**config.mk**
```make
export PLATFORM = sky130hd
export DESIGN_NAME = uart_bus_bridge
export DESIGN_NICKNAME = d
export VERILOG_FILES = /design/src/rtl/uart_bus_bridge.sv
export SDC_FILE = /design/constraint.sdc
export NUM_CORES = 1
export LEC_CHECK = 0
export CORE_MARGIN = 2
export CORE_UTILIZATION = 55
export DETAILED_ROUTE_END_ITERATION = 8
export PLACE_DENSITY = 0.87
export SLEW_MARGIN = 40
export SYNTH_ARGS = -nofsm -noshare
export SYNTH_HDL_FRONTEND = slang
export SYNTH_SLANG_ARGS = --single-unit
```
**constraint.sdc**
```tcl
create_clock -name clk_i -period 6.15 [get_ports clk_i]
set_input_delay 0.9225 -clock clk_i [delete_from_list [all_inputs] [get_ports clk_i]]
set_output_delay 0.9225 -clock clk_i [all_outputs]
set_load 0.05 [all_outputs]
```
**src/rtl/uart_bus_bridge.sv**
```systemverilog
// uart_bus_bridge
//   Host debug/loading bus initiator driven by a UART byte stream. A frame is
//   CMD, four little-endian address bytes and, for writes, four little-endian
//   data bytes. Each frame produces one single-beat bus access. The bridge
//   answers with a STATUS byte, followed by four read-data bytes when a read
//   completes OK.
//
// Ports
//   clk_i, rst_i      system clock, asynchronous active-high reset
//   rx_valid_i        one-cycle strobe: rx_data_i holds a received byte
//   rx_data_i[7:0]    received byte
//   tx_full_i         TX FIFO full
//   tx_req_o          one-cycle push of tx_data_o into the TX FIFO
//   tx_data_o[7:0]    byte to transmit, valid while tx_req_o is high
//   addr_o            bus address (upper frame address bytes truncated)
//   w_rb_o            1 = write, 0 = read
//   acc_o[1:0]        access size: 0 = 1 byte, 1 = 2 bytes, 2 = 4 bytes
//   wdata_o[31:0]     write data, lane 0 = first data byte
//   req_o             one-cycle bus request
//   rdata_i[31:0]     read data, valid with resp_i
//   resp_i            access complete
//   fault_i           combinational reject, valid in the req_o cycle
//   busy_o            high whenever the bridge is not idle
module uart_bus_bridge #(
    parameter int ADDR_WIDTH    = 32,
    parameter int BUS_TIMEOUT   = 255,
    parameter int FRAME_TIMEOUT = 65535
) (
    input  logic                  clk_i,
    input  logic                  rst_i,
    input  logic                  rx_valid_i,
    input  logic [7:0]            rx_data_i,
    input  logic                  tx_full_i,
    output logic                  tx_req_o,
    output logic [7:0]            tx_data_o,
    output logic [ADDR_WIDTH-1:0] addr_o,
    output logic                  w_rb_o,
    output logic [1:0]            acc_o,
    output logic [31:0]           wdata_o,
    output logic                  req_o,
    input  logic [31:0]           rdata_i,
    input  logic                  resp_i,
    input  logic                  fault_i,
    output logic                  busy_o
);

    typedef enum logic [2:0] {
        IDLE,
        ADDR,
        DATA,
        REQ,
        WAIT,
        RSP_ST,
        RSP_DAT
    } state_t;

    localparam logic [1:0]  ST_OK      = 2'd0;
    localparam logic [1:0]  ST_FAULT   = 2'd1;
    localparam logic [1:0]  ST_TIMEOUT = 2'd2;
    localparam logic [1:0]  ST_BADCMD  = 2'd3;
    localparam logic [7:0]  BusLimit   = 8'(BUS_TIMEOUT);
    // Idle counter is compared before incrementing, so the frame is dropped
    // on the FRAME_TIMEOUT-th consecutive idle cycle.
    localparam logic [15:0] FrameLimit = 16'(FRAME_TIMEOUT - 1);

    state_t      state_q;
    logic [1:0]  cnt_q;
    logic [7:0]  tmo_q;
    logic [15:0] idle_q;
    logic [1:0]  status_q;
    logic        ovr_q;
    logic [31:0] addr_q;
    logic [31:0] wdata_q;
    logic [31:0] rdata_q;
    logic        w_rb_q;
    logic [1:0]  acc_q;
    logic        req_q;
    logic        busy_q;
    logic        rx_drop;

    // A byte arriving while an access or a response is in flight cannot be
    // parsed; it is dropped and flagged in the next STATUS byte.
    assign rx_drop = rx_valid_i && ((state_q == REQ) || (state_q == WAIT) ||
                                    (state_q == RSP_ST) || (state_q == RSP_DAT));

    assign addr_o  = addr_q[ADDR_WIDTH-1:0];
    assign wdata_o = wdata_q;
    assign w_rb_o  = w_rb_q;
    assign acc_o   = acc_q;
    assign req_o   = req_q;
    assign busy_o  = busy_q;

    // The TX push is gated combinationally by tx_full_i so that a push can
    // never coincide with a full FIFO, even when tx_full_i rises unannounced.
    always_comb begin
        tx_req_o  = 1'b0;
        tx_data_o = 8'h00;
        case (state_q)
            RSP_ST: begin
                tx_req_o  = ~tx_full_i;
                tx_data_o = {ovr_q, 5'b00000, status_q};
            end
            RSP_DAT: begin
                tx_req_o  = ~tx_full_i;
                tx_data_o = rdata_q[{cnt_q, 3'b000} +: 8];
            end
            default: ;
        endcase
    end

    always_ff @(posedge clk_i or posedge rst_i) begin
        if (rst_i) begin
            state_q  <= IDLE;
            cnt_q    <= 2'd0;
            tmo_q    <= 8'd0;
            idle_q   <= 16'd0;
            status_q <= ST_OK;
            ovr_q    <= 1'b0;
            addr_q   <= 32'd0;
            wdata_q  <= 32'd0;
            rdata_q  <= 32'd0;
            w_rb_q   <= 1'b0;
            acc_q    <= 2'd0;
            req_q    <= 1'b0;
            busy_q   <= 1'b0;
        end else begin
            case (state_q)
                IDLE: begin
                    if (rx_valid_i) begin
                        w_rb_q <= rx_data_i[7];
                        acc_q  <= rx_data_i[1:0];
                        cnt_q  <= 2'd0;
                        idle_q <= 16'd0;
                        busy_q <= 1'b1;
                        if ((rx_data_i[6:2] != 5'd0) || (rx_data_i[1:0] == 2'd3)) begin
                            status_q <= ST_BADCMD;
                            state_q  <= RSP_ST;
                        end else begin
                            state_q <= ADDR;
                        end
                    end
                end
                ADDR: begin
                    if (rx_valid_i) begin
                        addr_q[{cnt_q, 3'b000} +: 8] <= rx_data_i;
                        idle_q <= 16'd0;
                        cnt_q  <= cnt_q + 2'd1;
                        if (cnt_q == 2'd3) begin
                            if (w_rb_q) begin
                                state_q <= DATA;
                            end else begin
                                state_q <= REQ;
                                req_q   <= 1'b1;
                            end
                        end
                    end else if (idle_q == FrameLimit) begin
                        state_q <= IDLE;
                        busy_q  <= 1'b0;
                    end else begin
                        idle_q <= idle_q + 16'd1;
                    end
                end
                DATA: begin
                    if (rx_valid_i) begin
                        wdata_q[{cnt_q, 3'b000} +: 8] <= rx_data_i;
                        idle_q <= 16'd0;
                        cnt_q  <= cnt_q + 2'd1;
                        if (cnt_q == 2'd3) begin
                            state_q <= REQ;
                            req_q   <= 1'b1;
                        end
                    end else if (idle_q == FrameLimit) begin
                        state_q <= IDLE;
                        busy_q  <= 1'b0;
                    end else begin
                        idle_q <= idle_q + 16'd1;
                    end
                end
                REQ: begin
                    req_q <= 1'b0;
                    if (fault_i) begin
                        status_q <= ST_FAULT;
                        state_q  <= RSP_ST;
                    end else begin
                        tmo_q   <= 8'd0;
                        state_q <= WAIT;
                    end
                end
                WAIT: begin
                    if (resp_i) begin
                        rdata_q  <= rdata_i;
                        status_q <= ST_OK;
                        state_q  <= RSP_ST;
                    end else if (tmo_q == BusLimit) begin
                        status_q <= ST_TIMEOUT;
                        state_q  <= RSP_ST;
                    end else begin
                        tmo_q <= tmo_q + 8'd1;
                    end
                end
                RSP_ST: begin
                    if (!tx_full_i) begin
                        ovr_q <= 1'b0;
                        cnt_q <= 2'd0;
                        if (!w_rb_q && (status_q == ST_OK)) begin
                            state_q <= RSP_DAT;
                        end else begin
                            state_q <= IDLE;
                            busy_q  <= 1'b0;
                        end
                    end
                end
                RSP_DAT: begin
                    if (!tx_full_i) begin
                        cnt_q <= cnt_q + 2'd1;
                        if (cnt_q == 2'd3) begin
                            state_q <= IDLE;
                            busy_q  <= 1'b0;
                        end
                    end
                end
                default: begin
                    state_q <= IDLE;
                    busy_q  <= 1'b0;
                    req_q   <= 1'b0;
                end
            endcase
            // Placed last so that a byte dropped during the STATUS push is
            // still reported in the following STATUS.
            if (rx_drop) begin
                ovr_q <= 1'b1;
            end
        end
    end

endmodule

```
# Word-level counts from Yosys, hierarchy flattened
# Cells that the tools add are included.
# W data, S select, Z words.
# totals
ff_bits	133
in_bits	46
output_inout_bits	78
wordCells	143
# op_classes
n_addsub	4
n_eq_ne	33
shift	3
n_mux	56
bitwise_logic	3
n_reduce_logical	31
# op_table
operator	count
$bwmux W32	2
$mux W16	3
$mux W3	13
$pmux W16 S2	1
$pmux W8 S2	2
$shift A8 B7 Y32 const A	1
$shiftx A32 B6 Y8	1
$shiftx A8 B7 Y32	1
$ne A2 B2 Y1 const B	15
$mux W8	3
$pmux W3 S7	1
$mux W1	18
$mux W2	9
$add A16 B1 Y16 const B	1
$eq A16 B16 Y1 const B	1
$reduce_and A2 Y1	5
$reduce_and A5 Y1	2
$eq A3 B3 Y1 const B	3
$ne A3 B3 Y1 const B	3
$add A8 B1 Y8 const B	1
$eq A8 B8 Y1 const B	1
$ne A2 B1 Y1 const B	4
$pmux W2 S4	1
$reduce_and A8 Y1	1
other kinds (25)	37

# Depth between registers and ports, before layout
# Gate-level depths: netlist of run 1.
# depth
ltp_word	7
depth_mapped	7
ltp_nobuf	6

# Worst setup path before layout of run 1
# OpenSTA, ideal clock, no wires.
# synth_timing
path_type	input to output
start	input port tx_full_i
end	output port tx_req_o
arrival_ps	2100
required_time_ps	5227
slack_ps	3127
cell_stages	1
n_path_buf	0
cell_sequence	nor3_1
# synth_via
elab_chain_len	2
# synth_rtl
element	line_no	rtl
start, declared	33	input logic tx_full_i,
$not A1 Y1	100, 104	
$mux W1	-	
end, declared	34	output logic tx_req_o,
# Every way passes these cells.

# Worst setup path in the final report of run 1
# layout_timing
start	register state_q[1]
end	output port tx_data_o[1]
# layout_via
elab_chain_len	2
elab_cells_between_ends	3
cone_classes	2 x eq/ne; 1 x mux
# layout_rtl
element	line_no	rtl
start, declared	66	state_t state_q;
start signal, assigned	113	state_q <= IDLE;
start signal, assigned	137	state_q <= RSP_ST;
start signal, assigned	139	state_q <= ADDR;
$eq A3 B3 Y1	98	case (state_q)
$pmux W8 S2 *	98	
end, declared	35	output logic [7:0] tx_data_o,
# Mark *: on every way between the ends. The rest lies on a longest branch, timed or not.

==> metrics.yaml, run 1 <==
pwr:
  power.density_nw_per_um2: 489
  leakage_nw: 3.71
  peakVddDrop_mv: 0.376
  finalPower_mw: 4.12
sta:
  fin_crit_sh: 0.612
  tns_ps: 0
  hold_viol_final: 0
  period_minus_slack_ps: 3770
  layout_setup_ws_ps: 2380
  setup_viol: 0
  worstMarginPinSlew_ps: 769
  slew_headroom: 0.486
  drv_slew: 0
  grt_setup_unrepaired: "false"
  fin_skew_ps: 7.75
  max_freq_ghz: 0.266
global_routing:
  grt_pass1_wl_um: 27500
  first_global_vias: 5441
  antenna_found_initial: 0
  grt_usage: 0.275
  grt_max_degree: 81
  grt-ovfl-total: 0
cts:
  ctsHoldBuffers: 0
  cts_root_buffer: "clkbuf_16"
  cts.repair.resized: 0
  cts_setup_buffers: 0
  clock_sinks: 133
  cts_buffers: 17
  clk_pin_slew_worst_paths_ps: 60
  worstSkewPairLatency_ps: 430
  cts_tree: "done"
  htreeDepth: 4
  clk_path_buf_depth: 2
cells_and_area:
  drive_above_1_share: 0.132
  ff_latch_area_um2: 3330
  n_antenna_cell: 0
  n_fill_cell: 743
  final_common_cell: "dfrtp_1"
  fin_util: 0.737
  fin_area_um2: 8410
  final_cell_mix: "dfrtp_1 (130), clkdlybuf4s50_1 (123), nand2_1 (73), inv_1 (36), mux2_2 (35)"
  multi_input_area_um2: 2870
  nNetsFinal: 760
  area_growth_pct: 30.5
synth:
  ys_warn_count: 0
  synth_cell_types: 63
  syn-cell-area_um2: 6450
  synth.avg_cell_area_um2: 10.9
  ys.flop_type: "dfrtp_1"
  async_flop_share: 1.00
  syn_nets: 647
  yosysSeqAreaShare: 0.516
  syn_inst: 593
  synth_edf_count: 0
  synth_seq_cells: 133
route:
  avgRoutedWirePerCell_um: 19.4
  viasPerCell: 6.15
  drc_errors: 0
  firstDrtPassIters: 5
  wl_um: 16700
  drt_iter0_drc: 417
  antenna_left: 0
  via_count: 5297
job:
  max-cap-violations: 0
placement:
  gp_congestion: 0.879
  dpl_cell_area_um2: 7760
  pre_cts_slack_ps: 2520
  io_buffer_count: 123
  dp_hpwl_um: 11200
die:
  start_util: 0.565
  io_pins: 124
  dieArea_um2: 12600
  rows: 39
  die_h_um: 112
  die_w_um: 112
  core_um2: 11400
worst_setup_path:
  path_delay_family: "buffers and inverters"
  critPathBufInv: 1
  cp.arrival_ps: 2840
  path_cells: "nor2b_1 -> a22oi_1 -> nor2_1 -> clkdlybuf4s50_1"
  path_max_fanout: 32
  endpoint_kind: "primary output"
  critPathLaunchType: "flop"
  crit_type: "reg2out"
  slowest_stage: "clkdlybuf4s50_1"
  critPathMaxStageDelay_ps: 820
  required_ps: 5230
outcome:
  status: "completed"
worst_hold_path:
  min_path_type: "reg2reg"
[cell type report]
| cell class | instances | share of cell area |
|---|---|---|
| tap | 143 | 0.0213 |
| clock buffer | 19 | 0.0515 |
| sequential | 133 | 0.396 |
| inverter | 37 | 0.0171 |
| multi-input combinational | 391 | 0.341 |
| clock inverter | 12 | 0.0241 |
| timing repair buffer | 126 | 0.149 |
[worst paths after layout]
check / startpoint / slack [ps] / end / cells after the start
min: wdata_o[29]$_DFFE_PP0P_ / 480 / wdata_o[29]$_DFFE_PP0P_ / 2
min in group asynchronous: rst_i / 990 / wdata_o[10]$_DFFE_PP0P_ / 2
min reg2reg: wdata_o[29]$_DFFE_PP0P_ / 480 / wdata_o[29]$_DFFE_PP0P_ / 2
max reg2reg: state_q[0]$_DFFE_PP0P_ / 3610 / tmo_q[5]$_DFFE_PP0P_ / 4
max in group asynchronous: rst_i / 3970 / state_q[0]$_DFFE_PP0P_ / 3
max: state_q[1]$_DFFE_PP0P_ / 2380 / tx_data_o[1] / 4
[registers in the layout, summed over array words and instances, names as in the netlist, 2 cells and up]
name and flops:
addr_o 32, rdata_q 32, wdata_o 32, idle_q 16, tmo_q 8, state_q 3, acc_o 2, cnt_q 2
status_q 2
[synthesized netlist by cell type (8+ instances only)]
master / n / area share
or4_1: 10 / 0.012
and3_1: 11 / 0.011
ha_1: 8 / 0.016
o31ai_1: 11 / 0.013
nor3_1: 9 / 0.0070
nand2_1: 73 / 0.043
dfrtp_1: 133 / 0.52
a22o_1: 17 / 0.023
buf_2: 9 / 0.0070
nor4_1: 8 / 0.0078
mux2_2: 35 / 0.061
o21ai_0: 33 / 0.026
a21oi_1: 22 / 0.017
mux4_2: 8 / 0.028
nor2_1: 18 / 0.010
nand3_1: 11 / 0.0085
inv_1: 37 / 0.022
clkbuf_1: 17 / 0.0099
mux2i_1: 28 / 0.043
[cells by family after synthesis]
| family | Yosys count | share of synthesized area |
|---|---|---|
| muxes | 71 | 0.133 |
| DFF | 133 | 0.516 |
| AOI/OAI and AO/OA | 124 | 0.129 |
| buffers and inverters | 69 | 0.0462 |
| xor gates and xnor gates | 3 | 0.00524 |
| adders and majority gates | 8 | 0.0155 |
| and+or+nand+nor | 185 | 0.155 |
[where the power goes]
| group | switching (mW) | internal (mW) | leakage (nW) | total, mW |
|---|---|---|---|---|
| combinational | 0.972 | 0.645 | 1.69 | 1.62 |
| sequential | 0.249 | 1.14 | 1.71 | 1.39 |
| clock | 0.389 | 0.718 | 0.308 | 1.11 |
[worst register-to-register path, delay by kind of cell (launching register included)]
| kind | cells | cell delay, ps |
|---|---|---|
| AO/OA/AOI/OAI | 1 | 160 |
| flip-flops | 1 | 730 |
| AND/OR/NAND/NOR | 3 | 1570 |
[stage by stage]
| stage | instances | hold WS, ps |
|---|---|---|
| final | 861 | 485 |
| after global placement | 830 | 461 |
| after floorplan | 593 | 473 |
| after detailed placement | 830 | 469 |
| after CTS | 861 | 481 |
| after global routing | 861 | 520 |
[metal layers]
layer | share of wire | GRT usage | vias to the layer above
li1 | - | - | 2384
met1 | 0.40 | 0.349 | 2615
met2 | 0.50 | 0.449 | 252
met3 | 0.072 | 0.0697 | 46
met4 | 0.030 | 0.124 | 0
met5 | 0 | 0 | -
(Power assumes the default switching activity.)
==> run 2: changes to the inputs <==
--- a/config.mk
+++ b/config.mk
@@ -6,9 +6,9 @@
 export NUM_CORES = 1
 export LEC_CHECK = 0
 export CORE_MARGIN = 2
-export CORE_UTILIZATION = 55
+export CORE_UTILIZATION = 52
 export DETAILED_ROUTE_END_ITERATION = 8
-export PLACE_DENSITY = 0.87
+export PLACE_DENSITY = 0.83
 export SLEW_MARGIN = 40
 export SYNTH_ARGS = -nofsm -noshare
 export SYNTH_HDL_FRONTEND = slang
==> constraint.sdc (replaced) <==
create_clock -name clk_i -period 3.7 [get_ports clk_i]
set_input_delay 0.555 -clock clk_i [delete_from_list [all_inputs] [get_ports clk_i]]
set_output_delay 0.555 -clock clk_i [all_outputs]
set_load 0.05 [all_outputs]
==> run 2 against run 1 <==
Combinational power up 71%. Routed wire length decreased by 2.0%. Worst hold slack worse by 70 ps. Register-to-register slack lost 2400 ps. Cell count rose by 4.4%. Critical path type unchanged.
==> metrics.yaml, run 2 (synthesis gave the netlist of run 1 again) <==
outcome:
  status: "completed"
worst_hold_path:
  min_path_type: "in2async"
cts:
  clk_pin_slew_worst_paths_ps: 60  # about the same
  clock_sinks: 133  # unchanged
  ctsHoldBuffers: 0  # unchanged
  cts_tree: "done"
  worstSkewPairLatency_ps: 420  # about the same
  htreeDepth: 4  # unchanged
  cts_setup_buffers: 0  # unchanged
  cts_buffers: 17  # unchanged
  cts.repair.resized: 0  # unchanged
  cts_root_buffer: "clkbuf_16"
  clk_path_buf_depth: 2  # unchanged
sta:
  fin_crit_sh: 0.894
  grt_setup_unrepaired: "false"
  drv_slew: 0  # unchanged
  hold_viol_final: 0  # unchanged
  tns_ps: 0  # unchanged
  fin_skew_ps: 8.52  # +0.777 ps
  worstMarginPinSlew_ps: 645  # -124 ps
  setup_viol: 0  # unchanged
  slew_headroom: 0.569  # +0.0835
  max_freq_ghz: 0.302
  layout_setup_ws_ps: 392  # -1990 ps
  period_minus_slack_ps: 3310
global_routing:
  grt_usage: 0.260  # -0.0157
  antenna_found_initial: 1  # +1
  first_global_vias: 5150  # -5.3%
  grt_max_degree: 46  # -43%
  grt_pass1_wl_um: 26400  # -3.8%
  grt-ovfl-total: 0  # unchanged
cells_and_area:
  n_fill_cell: 828  # +11%
  nNetsFinal: 772  # +1.6%
  drive_above_1_share: 0.140  # +0.00722
  final_common_cell: "dfrtp_1"
  fin_util: 0.715  # -0.0220
  fin_area_um2: 8620  # +2.5%
  final_cell_mix: "dfrtp_1 (133), clkdlybuf4s50_1 (123), nand2_1 (73), inv_1 (36), mux2_2 (35)"
  area_growth_pct: 33.7
  n_antenna_cell: 0  # unchanged
route:
  antenna_left: 0  # unchanged
  drt_iter0_drc: 435  # +4.3%
  via_count: 5265  # -0.60%
  viasPerCell: 5.86  # -4.8%
  drc_errors: 0  # unchanged
  firstDrtPassIters: 5  # unchanged
  wl_um: 16400  # -2.0%
  avgRoutedWirePerCell_um: 18.3  # -6.1%
worst_setup_path:
  r2r_end: "wdata_o[21]$_DFFE_PP0P_"
  required_ps: 3140  # -2090 ps
  rr_worst_depth: 6  # +2
  rrSetupSlack_ps: 1190  # -2420 ps
  crit_type: "reg2out"
  cp.arrival_ps: 2750  # -90 ps
  path_max_fanout: 16  # -50%
  endpoint_kind: "primary output"
  r2r-start: "cnt_q[0]$_DFFE_PP0P_"
  critPathLaunchType: "flop"
placement:
  dpl_cell_area_um2: 7910  # +1.9%
  gp_congestion: 0.935  # +6.4%
  pre_cts_slack_ps: 823  # -1700 ps
  dp_hpwl_um: 11400  # +2.2%
  io_buffer_count: 123  # unchanged
job:
  max-cap-violations: 0  # unchanged
die:
  core_um2: 12100  # +5.6%
  rows: 40  # +2.6%
  start_util: 0.534  # -0.0301
  io_pins: 124  # unchanged
  die_w_um: 115  # +2.7%
  dieArea_um2: 13300  # +5.6%
  die_h_um: 115  # +2.7%
pwr:
  leakage_nw: 3.78  # +2.1%
  peakVddDrop_mv: 0.489  # +30%
  power.density_nw_per_um2: 814  # +66%
[run 2: cell type report]
cell class	count	area (um2)	share of cell area
Multi-Input combinational cell	391	2830	0.328
Clock buffer	20	457	0.0530
Tap cell	168	210	0.0244
Sequential cell	133	3330	0.386
Clock inverter	12	248	0.0287
Timing Repair Buffer	138	1410	0.163
Inverter	37	143	0.0165
[run 2: routing by layer]
| layer | vias up | wire length, um | GRT usage |
|---|---|---|---|
| met4 | 0 | 388 | 0.109 |
| li1 | 2414 | - | - |
| met2 | 217 | 8120 | 0.417 |
| met1 | 2602 | 6780 | 0.335 |
| met5 | - | 0 | 0 |
| met3 | 32 | 1130 | 0.0675 |
[run 2: metrics by stage]
stage / total power [mW] / hold slack, ps / instances
6_report: 7.02 / 415 / 899
3_3_place_gp: 4.89 / 462 / 865
3_5_place_dp: 5.00 / 470 / 867
2_1_floorplan: 4.14 / 473 / 593
4_1_cts: 7.04 / 406 / 899
5_1_grt: 7.34 / 424 / 899
[run 2: worst max path at each step]
stage	endpoint	start	cells after the start	slack, ps
3_5_place_dp	tx_req_o	tx_full_i	3	820
3_3_place_gp	tx_req_o	tx_full_i	3	840
5_1_grt	tx_data_o[7]	state_q[0]$_DFFE_PP0P_	4	240
4_1_cts	tx_data_o[7]	state_q[0]$_DFFE_PP0P_	4	380
2_1_floorplan	tx_req_o	state_q[2]$_DFFE_PP0P_	3	1210
6_report	tx_data_o[7]	state_q[0]$_DFFE_PP0P_	4	390
[run 2: critical path, stage by stage, from the launching register on]
cell and delay (ps):
dfrtp_1 580, nor2b_1 610, a22oi_1 160, nor2_1 160, clkdlybuf4s50_1 820
[run 2: report_power, final]
group	internal (mW)	leakage (nW)	total [mW]	switching [mW]
clock network	1.37	0.337	2.00	0.634
registers	1.90	1.71	2.25	0.355
logic	1.10	1.73	2.77	1.66
==> run 3: changes to the inputs <==
--- a/config.mk
+++ b/config.mk
@@ -6,9 +6,9 @@
 export NUM_CORES = 1
 export LEC_CHECK = 0
 export CORE_MARGIN = 2
-export CORE_UTILIZATION = 52
+export CORE_UTILIZATION = 45
 export DETAILED_ROUTE_END_ITERATION = 8
-export PLACE_DENSITY = 0.83
+export PLACE_DENSITY = 0.74
 export SLEW_MARGIN = 40
 export SYNTH_ARGS = -nofsm -noshare
 export SYNTH_HDL_FRONTEND = slang
==> run 3 against run 2 <==
Worst setup slack got worse by 34 ps. Critical path depth did not move. Die area up 15%. Final area is 1.6% lower. Worst hold slack worse by 16 ps. Sequential cell count stayed put. Core utilization shrank 11 points. Routed wire length is 2.0% lower. Via count fell by 2.1%. Critical endpoint unchanged.
==> metrics.yaml, run 3 (synthesis gave the netlist of run 1 again) <==
worst_hold_path:
  min_path_type: "in2async"
cts:
  cts_buffers: 17  # unchanged
  ctsHoldBuffers: 0  # unchanged
  clock_sinks: 133  # unchanged
  clk_path_buf_depth: 2  # unchanged
  cts_setup_buffers: 0  # unchanged
  worstSkewPairLatency_ps: 420  # about the same
  cts_root_buffer: "clkbuf_16"
  clk_pin_slew_worst_paths_ps: 60  # about the same
  cts_tree: "done"
  htreeDepth: 4  # unchanged
  cts.repair.resized: 0  # unchanged
global_routing:
  grt_pass1_wl_um: 26200  # -0.68%
  grt_max_degree: 85  # +85%
  grt-ovfl-total: 0  # unchanged
  antenna_found_initial: 0  # -1
  grt_usage: 0.226  # -0.0340
  first_global_vias: 5092  # -1.1%
worst_setup_path:
  crit_type: "reg2out"
  critPathBufInv: 1  # unchanged
  path_depth: 4  # unchanged
  endpoint_kind: "primary output"
  critPathLaunchType: "flop"
  path_cells: "nor2b_1 -> a22oi_1 -> nor2_1 -> clkdlybuf4s50_1"
  path_max_fanout: 17  # +1
  rrSetupSlack_ps: 1130  # -60 ps
  r2r_end: "addr_o[18]$_DFFE_PP0P_"
  slowest_stage: "clkdlybuf4s50_1"
  critPathCapture: "tx_data_o[7]"
  path_delay_family: "buffers and inverters"
  cp.arrival_ps: 2790  # +40 ps
  r2r-start: "cnt_q[0]$_DFFE_PP0P_"
  setup.worst_path.start: "state_q[1]$_DFFE_PP0P_"
  critPathMaxStageDelay_ps: 830  # about the same
  required_ps: 3140  # about the same
  rr_worst_depth: 6  # unchanged
route:
  drt_iter0_drc: 485  # +11%
  via_count: 5154  # -2.1%
  wl_um: 16100  # -2.0%
  avgRoutedWirePerCell_um: 17.7  # -3.0%
  antenna_left: 0  # unchanged
  drc_errors: 0  # unchanged
  firstDrtPassIters: 5  # unchanged
  viasPerCell: 5.68  # -3.1%
sta:
  grt_setup_unrepaired: "false"
  slew_headroom: 0.523  # -0.0463
  drv_slew: 0  # unchanged
  hold_viol_final: 0  # unchanged
  tns_ps: 0  # unchanged
  max_freq_ghz: 0.299  # -1.0%
  fin_skew_ps: 5.05  # -3.47 ps
  fin_crit_sh: 0.903  # +0.00918
  layout_setup_ws_ps: 358  # -34.0 ps
  setup_viol: 0  # unchanged
  worstMarginPinSlew_ps: 713  # +68.6 ps
  period_minus_slack_ps: 3340  # +34.0 ps
outcome:
  status: "completed"
cells_and_area:
  final_cell_mix: "dfrtp_1 (133), clkdlybuf4s50_1 (123), nand2_1 (73), inv_1 (36), mux2_2 (35)"
  n_fill_cell: 1114  # +35%
  nNetsFinal: 768  # -0.52%
  drive_above_1_share: 0.135  # -0.00473
  area_growth_pct: 31.6
  final_common_cell: "dfrtp_1"
  fin_area_um2: 8490  # -1.6%
placement:
  dp_hpwl_um: 11300  # -1.4%
  dpl_cell_area_um2: 7860  # -0.70%
  io_buffer_count: 123  # unchanged
  gp_congestion: 0.896  # -4.2%
  pre_cts_slack_ps: 801  # -21.8 ps
pwr:
  finalPower_mw: 6.76  # -3.7%
  power.density_nw_per_um2: 796  # -2.2%
  leakage_nw: 3.71  # -1.9%
  peakVddDrop_mv: 0.349  # -29%
die:
  io_pins: 124  # unchanged
  die_h_um: 124  # +7.2%
  dieArea_um2: 15300  # +15%
  start_util: 0.463  # -0.0718
  die_w_um: 124  # +7.2%
  rows: 43  # +7.5%
  core_um2: 13900  # +16%
job:
  max-cap-violations: 0  # unchanged
## run 3: per-stage QoR
step | cells | hold WS (ps) | util
after floorplan | 593 | 473 | -
after global placement | 875 | 461 | 0.564
after detailed placement | 875 | 470 | 0.564
after CTS | 907 | 388 | 0.608
after global routing | 907 | 400 | 0.609
final | 908 | 399 | 0.609
## run 3: cell type report
class,instances,area (um2),share of cell area
tap,180,225,0.0265
multi-input combinational,391,2830,0.333
inverter,37,143,0.0168
timing repair buffer,134,1340,0.158
antenna,1,2.50,0.000295
clock inverter,13,180,0.0212
clock buffer,19,443,0.0522
sequential,133,3330,0.392
## run 3: how the worst min path moves through the flow
| stage | slack, ps | end | from | depth (start not counted) |
|---|---|---|---|---|
| 3_3_place_gp | 460 | wdata_o[31]$_DFFE_PP0P_ | wdata_o[31]$_DFFE_PP0P_ | 2 |
| 3_5_place_dp | 470 | wdata_o[30]$_DFFE_PP0P_ | wdata_o[30]$_DFFE_PP0P_ | 2 |
| 4_1_cts | 390 | rdata_q[19]$_DFFE_PP0P_ | rst_i | 2 |
| 2_1_floorplan | 470 | status_q[0]$_DFFE_PP0P_ | status_q[0]$_DFFE_PP0P_ | 1 |
| 5_1_grt | 400 | rdata_q[19]$_DFFE_PP0P_ | rst_i | 2 |
| 6_report | 400 | rdata_q[19]$_DFFE_PP0P_ | rst_i | 2 |
## run 3: where the power goes
part / switching [mW] / internal (mW)
Sequential: 0.357 / 1.90
Clock: 0.633 / 1.14
Combinational: 1.64 / 1.09
## run 3: worst register-to-register path, stage by stage (launching register included)
cell,delay [ps]
dfrtp_1,680
buf_4,280
inv_1,150
ha_1,420
nor3b_2,540
nand2_1,170
mux2i_1,230
## run 3: layer usage
metal	vias up	track usage	part of all wire
met5	-	0	0
met4	0	0.0895	0.017
met3	23	0.0586	0.069
met2	198	0.360	0.49
met1	2540	0.295	0.43
li1	2393	-	-
